### src/rtl/scalar_write_back_unit.sv
// Scalar write-back unit: queues ALU/load results and retires them one at a
// time into the register file through an IDLE/ISSUE/WAIT handshake.
module scalar_write_back_unit #(
  parameter int unsigned LEN   = 32,
  parameter int unsigned DEPTH = 4,
  parameter int unsigned PTR_W = 2
) (
  input  logic            clk,
  input  logic            rst,
  input  logic            rdy_in,
  input  logic            alu_valid,
  input  logic [4:0]      alu_rd,
  input  logic [LEN-1:0]  alu_data,
  input  logic            mem_valid,
  input  logic [4:0]      mem_rd,
  input  logic [LEN-1:0]  mem_data,
  output logic            in_ready,
  output logic [1:0]      rf_signal,
  output logic [4:0]      wb_rd,
  output logic [LEN-1:0]  wb_data,
  output logic            write_back_enabled,
  input  logic [1:0]      rf_status,
  input  logic [4:0]      rs1,
  input  logic [4:0]      rs2,
  output logic            rs1_busy,
  output logic            rs2_busy,
  output logic            wb_idle
);

  localparam int unsigned CNT_W = PTR_W + 1;
  localparam logic [1:0] RF_NOP          = 2'd0;
  localparam logic [1:0] SCALAR_RF_WRITE = 2'd1;
  localparam logic [1:0] RF_FINISHED     = 2'd2;

  typedef enum logic [1:0] {IDLE, ISSUE, WAIT} state_t;

  state_t            state;
  logic [4:0]        fifo_rd   [DEPTH];
  logic [LEN-1:0]    fifo_data [DEPTH];
  logic [DEPTH-1:0]  fifo_vld;
  logic [PTR_W-1:0]  head;
  logic [PTR_W-1:0]  tail;
  logic [CNT_W-1:0]  count;

  logic              accept;
  logic              alu_push;
  logic              mem_push;
  logic              pop;
  logic [PTR_W-1:0]  mem_ptr;
  logic [PTR_W-1:0]  tail_next;
  logic [CNT_W-1:0]  n_push;

  function automatic logic [PTR_W-1:0] ptr_inc(input logic [PTR_W-1:0] p);
    return (p == PTR_W'(DEPTH - 1)) ? '0 : p + PTR_W'(1);
  endfunction

  // Two free slots guarantee both producers can land in the same cycle.
  assign in_ready = (count <= CNT_W'(DEPTH - 2));
  assign wb_idle  = (count == '0) && (state == IDLE);

  assign accept   = rdy_in & in_ready;
  assign alu_push = accept & alu_valid & (alu_rd != 5'd0);
  assign mem_push = accept & mem_valid & (mem_rd != 5'd0);
  assign pop      = rdy_in & (state == WAIT) & (rf_status == RF_FINISHED);

  // ALU result takes the tail slot first; the load result follows it.
  assign mem_ptr   = alu_push ? ptr_inc(tail) : tail;
  assign tail_next = mem_push ? ptr_inc(mem_ptr) : mem_ptr;
  assign n_push    = CNT_W'(alu_push) + CNT_W'(mem_push);

  // Payload storage; validity is tracked separately so no reset is needed here.
  always_ff @(posedge clk) begin
    if (alu_push) begin
      fifo_rd[tail]   <= alu_rd;
      fifo_data[tail] <= alu_data;
    end
    if (mem_push) begin
      fifo_rd[mem_ptr]   <= mem_rd;
      fifo_data[mem_ptr] <= mem_data;
    end
  end

  // Queue bookkeeping, FSM and registered register-file request.
  always_ff @(posedge clk) begin
    if (!rst) begin
      state              <= IDLE;
      head               <= '0;
      tail               <= '0;
      count              <= '0;
      fifo_vld           <= '0;
      write_back_enabled <= 1'b0;
      rf_signal          <= RF_NOP;
      wb_rd              <= '0;
      wb_data            <= '0;
    end else if (rdy_in) begin
      if (pop) begin
        fifo_vld[head] <= 1'b0;
        head           <= ptr_inc(head);
      end
      if (alu_push) fifo_vld[tail]    <= 1'b1;
      if (mem_push) fifo_vld[mem_ptr] <= 1'b1;
      tail  <= tail_next;
      count <= count + n_push - CNT_W'(pop);

      case (state)
        IDLE: begin
          write_back_enabled <= 1'b0;
          rf_signal          <= RF_NOP;
          if (count != '0) begin
            state              <= ISSUE;
            wb_rd              <= fifo_rd[head];
            wb_data            <= fifo_data[head];
            write_back_enabled <= 1'b1;
            rf_signal          <= SCALAR_RF_WRITE;
          end
        end
        ISSUE: begin
          state              <= WAIT;
          write_back_enabled <= 1'b0;
          rf_signal          <= RF_NOP;
        end
        WAIT: begin
          write_back_enabled <= 1'b0;
          rf_signal          <= RF_NOP;
          if (rf_status == RF_FINISHED) state <= IDLE;
        end
        default: begin
          state              <= IDLE;
          write_back_enabled <= 1'b0;
          rf_signal          <= RF_NOP;
        end
      endcase
    end
  end

  // Decode hazard: the head stays valid until popped, covering in-flight writes.
  always_comb begin
    rs1_busy = 1'b0;
    rs2_busy = 1'b0;
    for (int unsigned i = 0; i < DEPTH; i++) begin
      if (fifo_vld[i] && (rs1 != 5'd0) && (fifo_rd[i] == rs1)) rs1_busy = 1'b1;
      if (fifo_vld[i] && (rs2 != 5'd0) && (fifo_rd[i] == rs2)) rs2_busy = 1'b1;
    end
  end

endmodule

### config.mk
export PLATFORM = sky130hd
export DESIGN_NAME = scalar_write_back_unit
export DESIGN_NICKNAME = d
export VERILOG_FILES = /design/src/rtl/scalar_write_back_unit.sv
export SDC_FILE = /design/constraint.sdc
export NUM_CORES = 1
export LEC_CHECK = 0
export ABC_AREA = 1
export BUFFER_PORTS_ARGS = -buffer_cell sky130_fd_sc_hd__buf_2
export CAP_MARGIN = 15
export CORE_ASPECT_RATIO = 2
export CORE_UTILIZATION = 45
export DETAILED_ROUTE_END_ITERATION = 7
export GPL_TIMING_DRIVEN = 0
export SKIP_CTS_REPAIR_TIMING = 1
export SYNTH_ARGS = -nofsm -noshare
export SYNTH_HDL_FRONTEND = slang
export SYNTH_SLANG_ARGS = --single-unit
export TNS_END_PERCENT = 50
### constraint.sdc
create_clock -name clk -period 3.96 [get_ports clk]
set_input_delay 0.396 -clock clk [delete_from_list [all_inputs] [get_ports clk]]
set_output_delay 0.396 -clock clk [all_outputs]
set_load 0.05 [all_outputs]
==> metrics.log <==
INFO  metric run_status = completed
INFO  metric wirelength = 34300 µm
INFO  metric reg2reg_setup_slack = around 880 ps
INFO  metric vias = 8823
INFO  metric netlist_area = 0.00996 mm²
INFO  metric antenna_found_initial = 1
INFO  metric floorplan.initialDensity = 0.462
INFO  metric timing.critical_path.fanout_max = 22
INFO  metric yosys_warnings = 0
INFO  metric drtAntennaViolNets = 0
INFO  metric cts_inserted_buffers = 17
INFO  metric synth.ff_latch_count = about 200
INFO  metric worst_hold_path.endpoint = fifo_data[0][15]
INFO  metric tritoncts_clock_tree = yes
INFO  metric fp-row-count = 76
INFO  metric timing.fmax = roughly 320 MHz
INFO  metric area_growth = 16.9%
INFO  metric path_clk_slew = roughly 70 ps
INFO  metric critPathRequiredTime = 4110 ps
INFO  metric final_common_cell = sky130_fd_sc_hd__nand2_1
INFO  metric syn_inst = roughly 1100
INFO  metric drive_gt1_frac = 0.168
INFO  metric reg2reg_to = fifo_data[3][9]
INFO  metric total_leakage_power = 5.04 nW
INFO  metric wl_met1 = about 12000 µm
INFO  metric synthesis.nets = between 1000 and 1500
INFO  metric route.detailed.drc = 0
INFO  metric final_setup_vio_count = 0
INFO  metric wl_met2 = around 19000 µm
INFO  metric hold_start = alu_data[15]
INFO  metric ff2ff_path_depth = 13
INFO  metric clock_tree.htree_level_count = 4
INFO  metric gpl.final_weighted_congestion = 0.915
INFO  metric finalHoldViolCount = 0
INFO  metric pwr_density_cell = 445 mW/mm²
INFO  metric clockRootBuffer = sky130_fd_sc_hd__clkbuf_16
INFO  metric cts.sink_count = between 150 and 200
INFO  metric first_iter_violations = between 600 and 700
INFO  metric post_detail_place_hpwl = approximately 25000 µm
INFO  metric met3RoutedLength = roughly 2200 µm
INFO  metric wl_per_cell = 21.6 µm
INFO  metric floorplan.io_pins = 135
INFO  metric cp_data_arrival_time = roughly 3200 ps
INFO  metric horiz_die_dim = 107 µm
INFO  metric capturing_element_type_of_the_critical_path = flop
INFO  metric mostFrequentLayoutCells = 191 x sky130_fd_sc_hd__nand2_1, 168 x sky130_fd_sc_hd__nor2_1, 151 x sky130_fd_sc_hd__buf_2
INFO  metric top_signal_layer_used = met4
INFO  metric fin_crit_sh = 0.778
INFO  metric final_nets = 1404
INFO  metric synthDistinctLibCells = 34
INFO  metric chipHeight = 212 µm
INFO  metric port_buffers = roughly 130
INFO  metric grt_start_max_net_pins = 26
INFO  metric grt_usage = 0.314
INFO  metric final.setup_skew = between 9 and 10 ps
INFO  metric postLayoutCellArea = approximately 0.012 mm²
INFO  metric tightest_slew = around 910 ps
INFO  metric fillerInstances = 2056
INFO  metric layout.core_utilization = 0.540
INFO  metric grt_pass1_wl = 50500 µm
INFO  metric crit_type = flop to flop
INFO  metric detail_route.first_pass.iterations = 5
INFO  metric ir_worst_vdd = 0.000370 V
INFO  metric worstHoldPathType = input port to flop
INFO  metric grt_setup_unrepaired = no
INFO  metric clk_path_buf_depth = 2
INFO  metric worst_setup_path_start_kind = flop
INFO  metric die_area = 0.0228 mm²
INFO  metric clk-insertion-delay-late = 450 ps
INFO  metric final_max_slew_viol_count = 0
INFO  metric floorplan.core_area = 0.0216 mm²
INFO  metric critical_path.reg2reg.startpoint = count[1]
INFO  metric route.detailed.vias_per_inst = about 5.6
INFO  metric global_route_congestion_overflow_total = 0
INFO  metric min_path_cells = 3
INFO  metric final.min_clock_period = 3080 ps
INFO  metric worst_slew_margin_rel = 0.390
INFO  metric synth-seq-area-share = 0.549
INFO  metric postSynthAreaPerCell = around 8.7 µm²
INFO  metric drv_cap = 0
INFO  metric via_count_of_the_first_global_routing_pass = 8812
INFO  metric postPlaceCellArea = 0.0111 mm²
==> worst max-delay path, stage by stage (launching register included) <==
cell and delay (ps):
sky130_fd_sc_hd__dfxtp_1 340, sky130_fd_sc_hd__inv_1 120, sky130_fd_sc_hd__ha_1 170, sky130_fd_sc_hd__inv_1 70, sky130_fd_sc_hd__a21oi_2 360, sky130_fd_sc_hd__nand2_1 190, sky130_fd_sc_hd__nand2_1 120, sky130_fd_sc_hd__nand2_1 120
sky130_fd_sc_hd__inv_1 110, sky130_fd_sc_hd__ha_1 160, sky130_fd_sc_hd__nand2_2 80, sky130_fd_sc_hd__buf_6 180, sky130_fd_sc_hd__nand2_2 460, sky130_fd_sc_hd__buf_12 270
==> worst max path at each step <==
stage                     startpoint         endpoint  slack [ps]
after floorplan             count[1]  fifo_data[3][0]        1090
after global placement     alu_rd[2]  fifo_data[3][1]        -100
after detailed placement    count[1]  fifo_data[2][9]         910
after CTS                   count[1]    fifo_rd[2][2]         900
after global routing        count[1]  fifo_data[2][4]         740
final                       count[1]  fifo_data[3][9]         880
==> area by class of cell <==
class / instances / area [µm²] / share of cell area
Timing Repair Buffer: 135 / 736 / 0.0632
Clock buffer: 22 / 518 / 0.0445
Clock inverter: 10 / 77.6 / 0.00666
Sequential cell: 199 / 5470 / 0.469
Buffer: 73 / 423 / 0.0363
Inverter: 86 / 323 / 0.0277
Antenna cell: 1 / 2.50 / 0.000215
Tap cell: 273 / 342 / 0.0293
Multi-Input combinational cell: 785 / 3760 / 0.323
==> kinds of logic (layout without fill, tap and decap cells) <==
kind of cell | after synthesis | in the layout | synth area share
buf+inv | 159 | 326 | 0.0748
flops | 199 | 199 | 0.549
other cells | 1 | 2 | 0.000376
simple gates | 410 | 410 | 0.164
xor+xnor | 7 | 7 | 0.00615
fa+ha+maj | 16 | 16 | 0.0216
compound gates | 351 | 351 | 0.185
==> state kept, by name (all words and copies together), names as in the netlist <==
| name | cells |
|---|---|
| wb_data | 32 |
| fifo_data | 128 |
| tail | 2 |
| wb_rd | 5 |
| fifo_rd | 20 |
| rf_signal | 1 |
| state | 2 |
| count | 3 |
| fifo_vld | 4 |
| head | 2 |
==> synth_stat cells <==
cell	n	share of area
sky130_fd_sc_hd__o21ai_0	129	0.065
sky130_fd_sc_hd__inv_1	84	0.032
sky130_fd_sc_hd__nand2_2	6	0.0038
sky130_fd_sc_hd__nor4_1	1	0.00063
sky130_fd_sc_hd__nand2_1	195	0.073
sky130_fd_sc_hd__dfxtp_1	51	0.10
sky130_fd_sc_hd__nor3_1	9	0.0045
sky130_fd_sc_hd__xnor2_1	1	0.00088
sky130_fd_sc_hd__buf_1	3	0.0011
sky130_fd_sc_hd__and3_1	2	0.0013
sky130_fd_sc_hd__o21ai_1	141	0.071
sky130_fd_sc_hd__ha_1	14	0.018
sky130_fd_sc_hd__nor2_1	168	0.063
sky130_fd_sc_hd__a21oi_1	22	0.011
sky130_fd_sc_hd__clkbuf_1	31	0.012
sky130_fd_sc_hd__o211ai_1	1	0.00075
sky130_fd_sc_hd__o21a_1	2	0.0015
sky130_fd_sc_hd__inv_2	2	0.00075
sky130_fd_sc_hd__nand3_1	24	0.012
sky130_fd_sc_hd__nor2_8	1	0.0020
sky130_fd_sc_hd__o22ai_1	16	0.010
sky130_fd_sc_hd__a21oi_2	1	0.00088
sky130_fd_sc_hd__conb_1	1	0.00038
sky130_fd_sc_hd__nand4_1	2	0.0013
sky130_fd_sc_hd__nor3_2	1	0.0010
sky130_fd_sc_hd__buf_6	14	0.016
sky130_fd_sc_hd__buf_2	20	0.010
sky130_fd_sc_hd__fa_1	2	0.0040
sky130_fd_sc_hd__a21boi_0	2	0.0015
sky130_fd_sc_hd__buf_4	5	0.0038
sky130_fd_sc_hd__a31oi_1	37	0.023
sky130_fd_sc_hd__or2_0	1	0.00063
sky130_fd_sc_hd__xor2_1	6	0.0053
sky130_fd_sc_hd__edfxtp_1	148	0.45
==> per-layer routing <==
metal  GRT usage  vias up
li1            -     4216
met1       0.322     4101
met2       0.584      419
met3      0.0546       87
met4       0.185        0
met5           0        -
==> metrics by stage <==
step / total power, W / worst slack, ps / setup TNS, ps / hold WS, ps / instances
floorplan: 0.00312 / 1090 / 0 / 453 / 1143
global placement: 0.00344 / -99.9 / -6830 / 476 / 1547
detailed placement: 0.00346 / 907 / 0 / 482 / 1551
CTS: 0.00518 / 902 / 0 / 258 / 1583
global route: 0.00535 / 742 / 0 / 277 / 1584
finish: 0.00518 / 880 / 0 / 275 / 1584
==> power breakdown <==
part | internal [W] | switching, W | leakage (nW)
clock | 0.000945 | 0.000816 | 0.299
sequential | 0.00241 | 0.0000675 | 1.77
combinational | 0.000265 | 0.000675 | 2.97
No activity file was read; power rests on OpenSTA's default activity.
